`config.mk`:
```
export PLATFORM = sky130hd
export DESIGN_NAME = prec_scalable_dot_engine
export DESIGN_NICKNAME = d
export VERILOG_FILES = /design/src/rtl/prec_scalable_dot_engine.sv
export SDC_FILE = /design/constraint.sdc
export NUM_CORES = 1
export LEC_CHECK = 0
export CAP_MARGIN = 20
export CORE_AREA = 2 2 161 321
export DETAILED_ROUTE_END_ITERATION = 16
export DIE_AREA = 0 0 163 323
export PLACE_DENSITY = 0.59
export SLEW_MARGIN = 20
export SYNTH_ARGS = -nofsm -noshare
export SYNTH_HDL_FRONTEND = slang
export SYNTH_SLANG_ARGS = --single-unit
```
`constraint.sdc`:
```
create_clock -name clk -period 5.1 [get_ports clk]
set_clock_uncertainty 0.2 [all_clocks]
set_input_delay 1.02 -clock clk [delete_from_list [all_inputs] [get_ports clk]]
set_output_delay 1.02 -clock clk [all_outputs]
set_load 0.02 [all_outputs]
```
`src/rtl/prec_scalable_dot_engine.sv`:
```
// prec_scalable_dot_engine
//   Precision-scalable signed dot-product engine. Streams 8-bit activation /
//   8-bit packed-weight beats and accumulates one vector per transaction into
//   four LANE_W lanes, chained as 1x4, 2x2 or 4x1 lanes depending on the
//   weight precision (8, 4 or 2 bits). The finished sum is then returned.
//
// Handshakes: a beat transfers on an edge where in_valid && in_ready; a result
//   transfers on an edge where out_valid && out_ready. A valid is never
//   withdrawn by the engine before its transfer, and the data it qualifies is
//   held stable until then.
//
// Ports:
//   clk, rstn          clock, asynchronous active-low reset
//   mode[1:0]          00 = 8-bit, 01 = 2x4-bit, 10 = 4x2-bit, 11 = as 00
//   in_valid/in_ready  beat handshake; in_act, in_wgt, in_last carry the beat
//   out_valid/out_ready result handshake
//   out_result         packed lanes, lane i = out_result[i*LANE_W +: LANE_W]
//   out_ovf            sticky per-lane overflow flags for this vector
//   out_mode           mode the vector was computed in (11 reported as 00)
module prec_scalable_dot_engine #(
    parameter int LANE_W = 14,
    parameter bit SAT    = 1'b1
) (
    input  logic                  clk,
    input  logic                  rstn,
    input  logic [1:0]            mode,
    input  logic                  in_valid,
    output logic                  in_ready,
    input  logic [7:0]            in_act,
    input  logic [7:0]            in_wgt,
    input  logic                  in_last,
    output logic                  out_valid,
    input  logic                  out_ready,
    output logic [4*LANE_W-1:0]   out_result,
    output logic [3:0]            out_ovf,
    output logic [1:0]            out_mode
);

    localparam int ACC_W = 4 * LANE_W;
    localparam int GW    = 2 * LANE_W;

    localparam logic [ACC_W-1:0]  F_MAX = {1'b0, {(ACC_W-1){1'b1}}};
    localparam logic [ACC_W-1:0]  F_MIN = {1'b1, {(ACC_W-1){1'b0}}};
    localparam logic [GW-1:0]     G_MAX = {1'b0, {(GW-1){1'b1}}};
    localparam logic [GW-1:0]     G_MIN = {1'b1, {(GW-1){1'b0}}};
    localparam logic [LANE_W-1:0] L_MAX = {1'b0, {(LANE_W-1){1'b1}}};
    localparam logic [LANE_W-1:0] L_MIN = {1'b1, {(LANE_W-1){1'b0}}};

    typedef enum logic [1:0] {ST_ACCUM, ST_DRAIN, ST_OUT} state_t;

    state_t state, state_nxt;
    logic   drain_cnt;
    logic   accept, handoff;

    // Datapath state
    logic             first;          // next accepted beat opens a vector
    logic [1:0]       vec_mode;
    logic [1:0]       norm_mode, eff_mode;
    logic             s1_vld, s2_vld;
    logic [7:0]       s1_act, s1_wgt;
    logic [1:0]       s1_mode, s2_mode;
    logic [39:0]      prod_c, s2_prod;
    logic [ACC_W-1:0] acc, acc_nxt;
    logic [3:0]       ovf, ovf_nxt;

    assign accept  = in_valid && in_ready;
    assign handoff = out_valid && out_ready;

    // ---------------- FSM: state register ----------------
    always_ff @(posedge clk or negedge rstn) begin
        if (!rstn) begin
            state     <= ST_ACCUM;
            drain_cnt <= 1'b0;
        end else begin
            state     <= state_nxt;
            // Counts the two pipeline-flush cycles spent in DRAIN.
            drain_cnt <= (state == ST_DRAIN);
        end
    end

    // ---------------- FSM: next state ----------------
    always_comb begin
        state_nxt = state;
        case (state)
            ST_ACCUM: if (accept && in_last) state_nxt = ST_DRAIN;
            ST_DRAIN: if (drain_cnt)         state_nxt = ST_OUT;
            ST_OUT:   if (out_ready)         state_nxt = ST_ACCUM;
            default:                         state_nxt = ST_ACCUM;
        endcase
    end

    // ---------------- FSM: outputs ----------------
    always_comb begin
        in_ready  = (state == ST_ACCUM);
        out_valid = (state == ST_OUT);
    end

    // Mode is frozen by the first beat of a vector; 11 behaves as 00.
    assign norm_mode = (mode == 2'b11) ? 2'b00 : mode;
    assign eff_mode  = first ? norm_mode : vec_mode;

    // ---------------- Stage 2: products ----------------
    logic signed [15:0] p8;
    logic signed [11:0] p4 [2];
    logic signed [9:0]  p2 [4];

    always_comb begin
        p8 = $signed({{8{s1_act[7]}}, s1_act}) * $signed({{8{s1_wgt[7]}}, s1_wgt});
        for (int g = 0; g < 2; g++)
            p4[g] = $signed({{4{s1_act[7]}}, s1_act}) *
                    $signed({{8{s1_wgt[4*g+3]}}, s1_wgt[4*g +: 4]});
        for (int i = 0; i < 4; i++)
            p2[i] = $signed({{2{s1_act[7]}}, s1_act}) *
                    $signed({{8{s1_wgt[2*i+1]}}, s1_wgt[2*i +: 2]});
    end

    // Products packed by mode so one 40-bit register carries any precision.
    always_comb begin
        case (s1_mode)
            2'b01:   prod_c = {16'b0, p4[1], p4[0]};
            2'b10:   prod_c = {p2[3], p2[2], p2[1], p2[0]};
            default: prod_c = {24'b0, p8};
        endcase
    end

    // ---------------- Stage 3: accumulate ----------------
    // Full-width chain (mode 00)
    logic [ACC_W-1:0] f_add, f_raw, f_res;
    logic             f_ov;
    assign f_add = {{(ACC_W-16){s2_prod[15]}}, s2_prod[15:0]};
    assign f_raw = acc + f_add;
    assign f_ov  = (acc[ACC_W-1] == f_add[ACC_W-1]) && (f_raw[ACC_W-1] != acc[ACC_W-1]);
    assign f_res = (SAT && f_ov) ? (acc[ACC_W-1] ? F_MIN : F_MAX) : f_raw;

    // Two independent double-lane groups (mode 01)
    logic [ACC_W-1:0] g_res;
    logic [1:0]       g_ov;
    for (genvar g = 0; g < 2; g++) begin : g_grp
        logic [GW-1:0] a, p, s;
        assign a = acc[g*GW +: GW];
        assign p = {{(GW-12){s2_prod[g*12+11]}}, s2_prod[g*12 +: 12]};
        assign s = a + p;
        assign g_ov[g] = (a[GW-1] == p[GW-1]) && (s[GW-1] != a[GW-1]);
        assign g_res[g*GW +: GW] = (SAT && g_ov[g]) ? (a[GW-1] ? G_MIN : G_MAX) : s;
    end

    // Four independent lanes (mode 10)
    logic [ACC_W-1:0] l_res;
    logic [3:0]       l_ov;
    for (genvar i = 0; i < 4; i++) begin : g_lane
        logic [LANE_W-1:0] a, p, s;
        assign a = acc[i*LANE_W +: LANE_W];
        assign p = {{(LANE_W-10){s2_prod[i*10+9]}}, s2_prod[i*10 +: 10]};
        assign s = a + p;
        assign l_ov[i] = (a[LANE_W-1] == p[LANE_W-1]) && (s[LANE_W-1] != a[LANE_W-1]);
        assign l_res[i*LANE_W +: LANE_W] = (SAT && l_ov[i]) ? (a[LANE_W-1] ? L_MIN : L_MAX) : s;
    end

    always_comb begin
        case (s2_mode)
            2'b01: begin
                acc_nxt = g_res;
                ovf_nxt = ovf | {{2{g_ov[1]}}, {2{g_ov[0]}}};
            end
            2'b10: begin
                acc_nxt = l_res;
                ovf_nxt = ovf | l_ov;
            end
            default: begin
                acc_nxt = f_res;
                ovf_nxt = ovf | {4{f_ov}};
            end
        endcase
    end

    // ---------------- Datapath registers ----------------
    always_ff @(posedge clk or negedge rstn) begin
        if (!rstn) begin
            first    <= 1'b1;
            vec_mode <= 2'b00;
            s1_vld   <= 1'b0;
            s1_act   <= '0;
            s1_wgt   <= '0;
            s1_mode  <= 2'b00;
            s2_vld   <= 1'b0;
            s2_prod  <= '0;
            s2_mode  <= 2'b00;
            acc      <= '0;
            ovf      <= '0;
        end else begin
            s1_vld <= accept;
            if (accept) begin
                first   <= in_last;
                s1_act  <= in_act;
                s1_wgt  <= in_wgt;
                s1_mode <= eff_mode;
                if (first) vec_mode <= norm_mode;
            end
            s2_vld <= s1_vld;
            if (s1_vld) begin
                s2_prod <= prod_c;
                s2_mode <= s1_mode;
            end
            // The pipeline is empty in OUT, so hand-off never races an add.
            if (handoff) begin
                acc <= '0;
                ovf <= '0;
            end else if (s2_vld) begin
                acc <= acc_nxt;
                ovf <= ovf_nxt;
            end
        end
    end

    assign out_result = acc;
    assign out_ovf    = ovf;
    assign out_mode   = vec_mode;

endmodule

```
# After elaboration in Yosys (flattened, before gate mapping)
# Cells that the tools add are included.
[word_totals] register_bits=126 word_cells=94
[op_classes] addsub=7 mul=7 eq_ne=24 muxes=27 bitwise_logic=3 reduce_logical=14
[op_table] operator="56-bit two-way mux" count=4
[op_table] operator="14-bit two-way mux" count=8
[op_table] operator="28-bit two-way mux" count=4
[op_table] operator="56-bit one-hot mux with 2 select lines" count=1
[op_table] operator="40-bit one-hot mux with 2 select lines" count=1
[op_table] operator="14-bit adder" count=4
[op_table] operator="28-bit adder" count=2
[op_table] operator="56-bit adder" count=1
[op_table] operator="8-bit by 2-bit multiplier with 10-bit output" count=4
[op_table] operator="8-bit by 4-bit multiplier with 12-bit output" count=2
[op_table] operator="8-bit by 8-bit multiplier with 16-bit output" count=1
[op_table] operator="4-bit bitwise OR" count=3
[op_table] operator="1-bit logical AND" count=10
[op_table] operator="2-bit two-way mux" count=5
[op_table] operator="2-bit == test, second input constant" count=4
[op_table] operator="4-bit two-way mux" count=2
[op_table] operator="4-bit one-hot mux with 2 select lines" count=1
[op_table] operator="1-bit == test" count=7
[op_table] operator="1-bit != test" count=7
[op_table] operator="2-bit by 1-bit == test with 1-bit output, second input constant" count=3
[op_table] operator="2-bit one-hot mux with 3 select lines" count=1
[op_table] operator="2-bit by 1-bit != test with 1-bit output, second input constant" count=2
[op_table] operator="3-bit AND reduction" count=1
[op_table] operator="2-bit zero test" count=1
[op_table] operator="other kinds (3)" count=3

# Logic depth before layout (Yosys ltp)
# Gate-level depths: netlist (run 1).
[logic_depth] ltp_word=7 ltp_mapped=23

# Worst setup path after synthesis (run 1)
# Ideal clock, no wire load.
[synth_timing] path_type="register -> register" startpoint="register s1_act[0]" endpoint="register s2_prod[14]" setup_ns=0.137 arrival_ns=4.844 t_required_ns=4.763 setup_slack_ns=-0.081 path_stages_with_launch=21 period_less_slack_ns=5.181 path_cell_list="dfrtp_1 -> clkbuf_1 -> nand2b_1 -> fa_1 -> fa_1 -> inv_1 -> fa_1 -> inv_1 -> fa_1 -> inv_1 -> ha_1 -> inv_1 -> o21bai_1 -> a21o_1 -> a21o_1 -> a21o_1 -> a21o_1 -> a31o_2 -> xor2_1 -> a222oi_1 -> a21oi_1"
[synth_between] elab_chain_cells=2 elab_cells_between_ends=4 classes_between="mul (3); mux (1)"
[synth_lines] element="start: declaration" line_no="60" rtl="logic [7:0] s1_act, s1_wgt;"
[synth_lines] element="start signal: assignment" line_no="194" rtl="s1_act <= in_act;"
[synth_lines] element="8-bit by 8-bit multiplier with 16-bit output, or another cell as far along" line_no="108" rtl="p8 = $signed({{8{s1_act[7]}}, s1_act}) * $signed({{8{s1_wgt[7]}}, s1_wgt});"
[synth_lines] element="40-bit one-hot mux with 2 select lines (*)" line_no="119" rtl="case (s1_mode)"
[synth_lines] element="end signal: assignment" line_no="201" rtl="s2_prod <= prod_c;"
[synth_lines] element="end: declaration" line_no="62" rtl="logic [39:0] prod_c, s2_prod;"
# Every way passes the cells marked *; elsewhere a longest branch is shown, timed or not.
# A chain may end at the register's enable or synchronous reset.

# Worst setup path in the final report (run 1)
[layout_timing] startpoint="register s1_act[3]" endpoint="register s2_prod[15]"
# Same word-level chain as after synthesis.

==> flow_summary.json, run 1 <==
{
  "crit_arrival_ns": 5.11,
  "wire_per_inst_um": 20.3,
  "setup_violations": 0,
  "drv_slew": 0,
  "status": "finished clean",
  "critPathKind": "reg2reg",
  "r2r-end": "s2_prod[15]$_DFFE_PN0P_",
  "ant_nets": 0,
  "via_per_inst": 5.69,
  "fmax_ghz": 0.200,
  "cp_slowest_cell": "fa_1",
  "yosysTopAreaCell": "ha_1",
  "synth_edf_count": 0,
  "regToRegSetupSlack_ns": 0.10,
  "dp_hpwl_mm": 50.8,
  "clk_latency_ns": 0.46,
  "endpoint": "s2_prod[15]$_DFFE_PN0P_",
  "drt_iter0_drc": 1296,
  "ioPinCount": 87,
  "worst_ep_required_time_ns": 5.22,
  "grt_pass1_wl_mm": 99.3,
  "fp-row-count": 117,
  "crit_path_frequent_cell": "fa_1",
  "synth.top_cell.area_share_pct": 17.1,
  "rsz0062_at_grt": "yes",
  "syn_area_per_cell_um2": 8.14,
  "portBuffers": 86,
  "endpoint_kind": "flop",
  "place_ws_ns": -0.145,
  "fin_ws_ns": 0.104,
  "ys_seq_elements": 126,
  "hp-start": "drain_cnt$_DFF_PN0_",
  "h-tree-depth": 4,
  "place.gp.congestion": 0.958,
  "clock_tree.buffer_depth": 2,
  "r2r_cells": 17,
  "start_kind": "flop",
  "syn-cell-area_um2": 18900,
  "timing.final.hold_violations": 0,
  "crit_fanout": 6,
  "synthesis.nets": 2697,
  "dpl.cell_count": 3084,
  "grt_use_total_pct": 24.3,
  "fin_crit_sh_pct": 98.0,
  "synthArstFlopShare_pct": 100,
  "hold_path.class": "reg2reg",
  "clock_sinks": 126,
  "cts-root-buf": "clkbuf_16",
  "synth_cells": 2321,
  "core_um2": 50500,
  "period_needed_ns": 5.00,
  "diodes": 0,
  "worst_pin_slew_ns": 1.09,
  "antenna_found_initial": 0,
  "cp_slowest_stage_delay_ns": 0.54,
  "design.die.area_um2": 52600,
  "grt_pass1_vias": 17500,
  "final_layout_size_suffix_gt1_share_pct": 10.4,
  "cp_cell_sequence": "buf_6, buf_6, and2_1, fa_1, fa_2, fa_1, inv_1, fa_1, inv_1, ha_4, nor2b_1, o21a_1, o31a_1, o41ai_2, xnor2_1, a222oi_1, a21oi_1",
  "nets": 2835,
  "syn_to_final_growth_pct": 16.7,
  "grt_max_degree": 73,
  "drv_cap": 0,
  "synth_seq_area_share_pct": 16.7,
  "hold_slack_ns": 0.268,
  "cts_buffers": 17,
  "nFillCells": 5039,
  "tritoncts": "built",
  "ys.warnings.count": 0,
  "die_w_um": 163,
  "drt_wl_total_mm": 63.3,
  "rr_startpoint": "s1_act[3]$_DFFE_PN0P_",
  "vias": 17800,
  "synth_top_cells_by_area": "ha_1 17%, dfrtp_1 17%, fa_1 10%",
  "dr.pass1.iters": 5,
  "relSlewSlack_pct": 26.9,
  "drc": 0,
  "synthFlopType": "dfrtp_1",
  "cts.hold.buffers_added": 0,
  "synth.distinct_cells": 88,
  "start_util_pct": 37.4,
  "path_clk_slew_ns": 0.07,
  "cp-startpoint": "s1_act[3]$_DFFE_PN0P_",
  "fin_cells": 3126,
  "overflow": 0,
  "fp.dieH_um": 323
}
Yosys cell counts, types with 7 or more instances:
library cell,count
o21bai_1,27
fa_1,95
a21oi_1,239
o21a_1,30
o211ai_1,24
a22oi_1,18
nand3_1,32
nand4_1,19
nor2b_1,25
o21ai_1,31
and2_1,54
a21o_1,92
a211oi_1,22
a32o_1,7
ha_1,258
xnor2_1,115
o22ai_1,17
xor2_1,64
clkbuf_1,70
a31oi_1,35
o31ai_1,12
buf_2,10
dfrtp_1,125
o221ai_1,7
nor3_1,25
nand2b_1,24
inv_1,194
or3_1,7
nand2_1,174
o21ai_0,175
a221oi_1,11
nor2_1,148
mux2_2,16
flip-flops by register name, summed over array words and instances (netlist names):
| name | flops |
|---|---|
| s2_vld | 1 |
| out_ovf | 4 |
| out_result | 56 |
| s1_act | 8 |
| s2_prod | 40 |
| s2_mode | 2 |
| s1_vld | 1 |
| state | 2 |
| s1_mode | 2 |
| s1_wgt | 8 |
| drain_cnt | 1 |
| first | 1 |
per-layer routing:
layer / share of wire, % / GRT usage, % / wire, um / vias up
li1: - / - / - / 8581
met4: 3.7 / 8.77 / 2340 / 0
met3: 5.3 / 2.58 / 3390 / 120
met1: 43 / 32.3 / 27400 / 8515
met2: 48 / 40.6 / 30200 / 574
met5: 0 / 0 / 0 / -
worst max-delay path: cells and delay by family (launching register included):
family | cells | cell delay (ns)
fa+ha+maj | 5 | 2.32
compound gates | 5 | 1.10
flops | 1 | 0.42
buf+inv | 4 | 0.38
simple gates | 2 | 0.31
xor+xnor | 1 | 0.12
through the flow:
stage	utilization [%]	area [um2]	TNS (ns)
finish	43.6	22000	0
global route	43.6	22000	-0.0950
floorplan	-	18900	-0.0168
CTS	43.2	21800	0
detailed placement	41.7	21100	-0.290
global placement	41.7	21100	-0.0751
cell families after synthesis:
group           share of synthesized area [%]
compound gates                           27.3
mux                                      1.11
buf+inv                                  5.84
fa+ha+maj                                27.3
simple gates                             13.5
xor+xnor                                 8.30
flops                                    16.7
final cells by class:
| type | count | area [um2] | area share [%] |
|---|---|---|---|
| Clock inverter | 14 | 180 | 0.818 |
| Inverter | 198 | 744 | 3.38 |
| Multi-Input combinational cell | 1910 | 14900 | 67.5 |
| Tap cell | 654 | 818 | 3.71 |
| Timing Repair Buffer | 206 | 1830 | 8.30 |
| Sequential cell | 126 | 3160 | 14.3 |
| Clock buffer | 18 | 439 | 1.99 |
cells in the final DEF (no fill, tap or decap), drive strengths merged, types with 26 or more instances in the layout:
cell / count
nand3: 33
nand2: 174
ha: 258
o21a: 30
buf: 121
clkdlybuf4s50: 85
o21ai: 209
nor2: 152
o21bai: 28
fa: 95
xnor2: 115
nor3: 26
and2: 55
a21oi: 240
a21o: 92
inv: 199
dfrtp: 125
a31oi: 36
xor2: 64
repair_timing:
item | 4_1_cts | 5_1_grt
endpoints found under the setup margin | 2 | 3
endpoints found under the hold margin | 0 | 0
resized for setup | 24 | 50
pin swaps | 27 | 49
buffers inserted | 3 | 8
how the worst min path moves through the flow:
| stage | slack, ns | end | cells past startpoint |
|---|---|---|---|
| 2_1_floorplan | 0.15 | s2_vld$_DFF_PN0_ | 0 |
| 3_3_place_gp | 0.25 | state[0]$_DFFE_PN0P_ | 1 |
| 3_5_place_dp | 0.26 | state[0]$_DFFE_PN0P_ | 1 |
| 4_1_cts | 0.27 | state[0]$_DFFE_PN0P_ | 1 |
| 5_1_grt | 0.30 | state[0]$_DFFE_PN0P_ | 1 |
| 6_report | 0.27 | state[0]$_DFFE_PN0P_ | 1 |
Power of run 1 is not shown: default switching activity piles up to over one toggle a cycle in this logic, so the estimate is an artifact.
==> inputs of run 2 (changes only) <==
--- a/config.mk
+++ b/config.mk
@@ -6,9 +6,9 @@
 export NUM_CORES = 1
 export LEC_CHECK = 0
 export CAP_MARGIN = 20
-export CORE_AREA = 2 2 161 321
+export CORE_AREA = 2 2 216 239
 export DETAILED_ROUTE_END_ITERATION = 16
-export DIE_AREA = 0 0 163 323
+export DIE_AREA = 0 0 218 241
 export PLACE_DENSITY = 0.59
 export SLEW_MARGIN = 20
 export SYNTH_ARGS = -nofsm -noshare
==> flow_summary.json, run 2 (same netlist as run 1, synthesis figures left out) <==
{
  "ant_nets": 0,
  "fmax_ghz": 0.199,
  "overflow": 0,
  "crit_arrival_ns": 5.16,
  "wl_met3_mm": 2.46,
  "syn_to_final_growth_pct": 15.9,
  "dr.max_layer_used": "met4",
  "portBuffers": 86,
  "timing.final.hold_violations": 0,
  "worst_ep_required_time_ns": 5.22,
  "wl_met2_mm": 29.8,
  "grt_use_total_pct": 23.6,
  "r2r_cells": 18,
  "final_layout_size_suffix_gt1_share_pct": 9.93,
  "antenna_found_initial": 0,
  "drc": 0,
  "clock_tree.buffer_depth": 2,
  "tritoncts": "built",
  "period_needed_ns": 5.04,
  "multi_input_area_um2": 14900,
  "cts-root-buf": "clkbuf_16",
  "nets": 2819,
  "cts_buffers": 17,
  "clock_sinks": 126,
  "crit_path_frequent_cell": "fa_1",
  "cp_slowest_cell": "fa_1",
  "nFillCells": 5020,
  "fin_cells": 3116,
  "via_per_inst": 5.72,
  "grt_pass1_wl_mm": 97.4,
  "ioPinCount": 87,
  "status": "finished clean",
  "dp_hpwl_mm": 50.2,
  "design.die.area_um2": 52500,
  "core_um2": 49900,
  "relSlewSlack_pct": 29.7,
  "endpoint_kind": "flop",
  "cp_cell_sequence": "and2_1, fa_2, fa_1, inv_1, fa_1, fa_1, inv_2, ha_4, a21oi_4, o21bai_1, a21oi_2, nor2b_1, o21a_1, o31a_1, o41ai_2, xnor2_1, a222oi_1, a21oi_1",
  "die_w_um": 218,
  "fp.dieH_um": 241,
  "start_kind": "flop",
  "grt_pass1_vias": 17700,
  "drt_iter0_drc": 1452,
  "met1Wirelength_mm": 27.9,
  "h-tree-depth": 4,
  "layout_commonest_cell": "ha_1",
  "hold_path.class": "in2async",
  "vias": 17800,
  "worst_pin_slew_ns": 1.05,
  "start_util_pct": 37.8,
  "place.gp.congestion": 0.923,
  "largest_reg_flops": 56,
  "ff_latch_area_um2": 3160,
  "drv_cap": 0,
  "cp_slowest_stage_delay_ns": 0.54,
  "critPathBufInv": 2,
  "dr.pass1.iters": 6,
  "fp-row-count": 86,
  "drv_slew": 0,
  "drt_wl_total_mm": 61.9,
  "dpl.cell_count": 3066,
  "final_cell_mix": "248 x ha_1, 236 x a21oi_1, 181 x inv_1",
  "fin_crit_sh_pct": 98.8,
  "rsz0062_at_grt": "yes",
  "path_clk_slew_ns": 0.07,
  "critPathKind": "reg2reg",
  "worstSetupPathDepth": 18,
  "grt_max_degree": 104,
  "clk_latency_ns": 0.47,
  "wire_per_inst_um": 19.9,
  "crit_fanout": 4,
  "diodes": 0,
  "setup_violations": 0,
  "crit_family": "adder cells"
}
run 2: worst reg2reg max path: cells and delay by family (launching register included):
| family | cells | cell delay (ns) |
|---|---|---|
| flops | 1 | 0.44 |
| compound gates | 8 | 1.64 |
| xor+xnor | 1 | 0.10 |
| simple gates | 2 | 0.29 |
| buf+inv | 2 | 0.10 |
| fa+ha+maj | 5 | 2.13 |
run 2: layer usage:
metal	track usage (%)	up-vias
met5	0	-
met1	30.6	8652
met3	2.34	107
met4	8.04	0
met2	41.0	487
li1	-	8562
run 2: metrics by stage:
| stage | util [%] | setup TNS [ns] | hold slack [ns] | area (um2) | worst slack [ns] |
|---|---|---|---|---|---|
| after floorplan | - | -0.0168 | 0.152 | 18900 | -0.0168 |
| after global placement | 41.8 | -0.00349 | 0.253 | 20900 | -0.00349 |
| after detailed placement | 41.8 | -0.0659 | 0.255 | 20900 | -0.0659 |
| after CTS | 43.1 | 0 | 0.275 | 21500 | 0.0000902 |
| after global routing | 43.8 | -0.263 | 0.294 | 21900 | -0.158 |
| final | 43.8 | 0 | 0.270 | 21900 | 0.0633 |
run 2: final cells by class:
type / count / share of cell area, %
flip-flops and latches: 126 / 14.4
clock buffers: 18 / 1.96
repair buffers: 190 / 7.95
well taps: 660 / 3.77
clock inverters: 14 / 0.623
multi-input cells: 1910 / 67.9
inverters: 198 / 3.41
run 2: repair_timing:
item                       4_1_cts  5_1_grt
pin swaps                        7       38
hold buffers                     0        0
gates resized for setup         13       68
setup endpoints to repair        2        4
setup buffers                    0       17
run 2: worst paths after layout:
| check | from | end | slack, ns |
|---|---|---|---|
| setup / recovery | s1_act[1]$_DFFE_PN0P_ | s2_prod[15]$_DFFE_PN0P_ | 0.06 |
| setup reg to reg | s1_act[1]$_DFFE_PN0P_ | s2_prod[15]$_DFFE_PN0P_ | 0.06 |
| hold / removal | rstn | out_result[26]$_DFFE_PN0P_ | 0.27 |
| max in group asynchronous | rstn | first$_DFFE_PN1P_ | 3.67 |
| min in group clk | drain_cnt$_DFF_PN0_ | state[0]$_DFFE_PN0P_ | 0.28 |
| hold reg to reg | drain_cnt$_DFF_PN0_ | state[0]$_DFFE_PN0P_ | 0.28 |
Power of run 2 is left out for the same reason.
==> inputs of run 3 (changes only) <==
--- a/config.mk
+++ b/config.mk
@@ -6,9 +6,9 @@
 export NUM_CORES = 1
 export LEC_CHECK = 0
 export CAP_MARGIN = 20
-export CORE_AREA = 2 2 216 239
+export CORE_AREA = 2 2 226 228
 export DETAILED_ROUTE_END_ITERATION = 16
-export DIE_AREA = 0 0 218 241
+export DIE_AREA = 0 0 228 230
 export PLACE_DENSITY = 0.59
 export SLEW_MARGIN = 20
 export SYNTH_ARGS = -nofsm -noshare
==> flow_summary.json, run 3 (same netlist as run 1, synthesis figures left out) <==
{
  "ant_nets": 0,
  "via_per_inst": 5.67,
  "dr.pass1.iters": 8,
  "h-tree-depth": 4,
  "final_util_pct": 44.0,
  "period_needed_ns": 5.04,
  "drv_cap": 0,
  "grt_pass1_wl_mm": 97.3,
  "place_ws_ns": -0.0601,
  "place.gp.congestion": 0.929,
  "cp_slowest_stage_delay_ns": 0.55,
  "cp_slowest_cell": "fa_2",
  "die_w_um": 228,
  "ioPinCount": 87,
  "fp.dieH_um": 230,
  "drv_slew": 0,
  "nets": 2828,
  "drt_iter0_drc": 1376,
  "start_util_pct": 37.9,
  "layout_commonest_cell": "ha_1",
  "worst_pin_slew_ns": 0.980,
  "hold_slack_ns": 0.212,
  "largest_reg_flops": 56,
  "fin_ws_ns": 0.0571,
  "fp-row-count": 82,
  "final_layout_size_suffix_gt1_share_pct": 10.1,
  "crit_fanout": 5,
  "clock_sinks": 126,
  "antenna_found_initial": 0,
  "relSlewSlack_pct": 34.5,
  "crit_path_frequent_cell": "fa_1",
  "grt_use_total_pct": 23.2,
  "start_kind": "flop",
  "fin_crit_sh_pct": 98.9,
  "grt_pass1_vias": 17800,
  "cp_cell_sequence": "buf_6, buf_4, and2_4, fa_2, fa_1, fa_1, inv_1, fa_1, inv_2, ha_4, nor2b_1, o21a_1, o31a_1, o41ai_2, xnor2_1, a222oi_1, a21oi_1",
  "clk_latency_ns": 0.46,
  "design.die.area_um2": 52400,
  "vias": 17800,
  "fin_tns_setup_ns": 0,
  "fmax_ghz": 0.198,
  "wire_per_inst_um": 19.6,
  "hold_path.class": "in2async",
  "tritoncts": "built",
  "status": "finished clean",
  "cts_buffers": 17,
  "setup_violations": 0,
  "endpoint_kind": "flop",
  "rsz0062_at_grt": "yes",
  "cts-root-buf": "clkbuf_16",
  "portBuffers": 86,
  "grt_max_degree": 99,
  "diodes": 0,
  "drt_wl_total_mm": 61.5,
  "timing.final.hold_violations": 0,
  "dp_hpwl_mm": 50.1,
  "overflow": 0,
  "crit_arrival_ns": 5.15,
  "syn_to_final_growth_pct": 16.2,
  "path_clk_slew_ns": 0.07,
  "core_um2": 49900,
  "drc": 0,
  "worst_ep_required_time_ns": 5.21,
  "clock_tree.buffer_depth": 2,
  "final_cell_mix": "248 x ha_1, 236 x a21oi_1, 183 x inv_1",
  "critPathKind": "reg2reg"
}
## run 3: per-layer routing
layer  vias to the layer above  GRT usage (%)  share of wire, %
li1                       8572              -                 -
met1                      8571           31.7                46
met2                       548           38.5                46
met3                       100           2.39               4.9
met4                         0           7.27               2.5
met5                         -              0                 0
## run 3: worst paths after layout
check                      slack, ns                   from  cells after the start                    endpoint
max                             0.06  s1_act[3]$_DFFE_PN0P_                     17     s2_prod[15]$_DFFE_PN0P_
min                             0.21                   rstn                      1  out_result[24]$_DFFE_PN0P_
max reg2reg                     0.06  s1_act[3]$_DFFE_PN0P_                     17     s2_prod[15]$_DFFE_PN0P_
min reg2reg                     0.28    drain_cnt$_DFF_PN0_                      1        state[0]$_DFFE_PN0P_
max in group asynchronous       3.34                   rstn                      3  out_result[35]$_DFFE_PN0P_
min in group clk                0.28    drain_cnt$_DFF_PN0_                      1        state[0]$_DFFE_PN0P_
## run 3: area by class of cell
type,count,area [um2]
clock inverters,14,135
well taps,672,841
repair buffers,199,1780
fillers,4964,27900
inverters,198,747
flip-flops and latches,126,3160
multi-input cells,1910,14900
clock buffers,18,429
## run 3: what timing repair did
action	in CTS	in global routing
pin swaps	5	50
hold buffers	0	0
buffers inserted	1	17
endpoints found under the setup margin	3	4
resized for setup	12	58
## run 3: stage by stage
step,instances,instance area [um2]
detailed placement,3087,21000
floorplan,2321,18900
global route,3137,22000
CTS,3120,21600
finish,3137,22000
global placement,3087,21000
## run 3: critical path: cells and delay by family, from the launching register on
kind / cells / cell delay (ns)
fa+ha+maj: 5 / 2.32
xor+xnor: 1 / 0.10
buf+inv: 4 / 0.38
compound gates: 5 / 1.21
flops: 1 / 0.40
simple gates: 2 / 0.29
Power of run 3 is left out for the same reason.
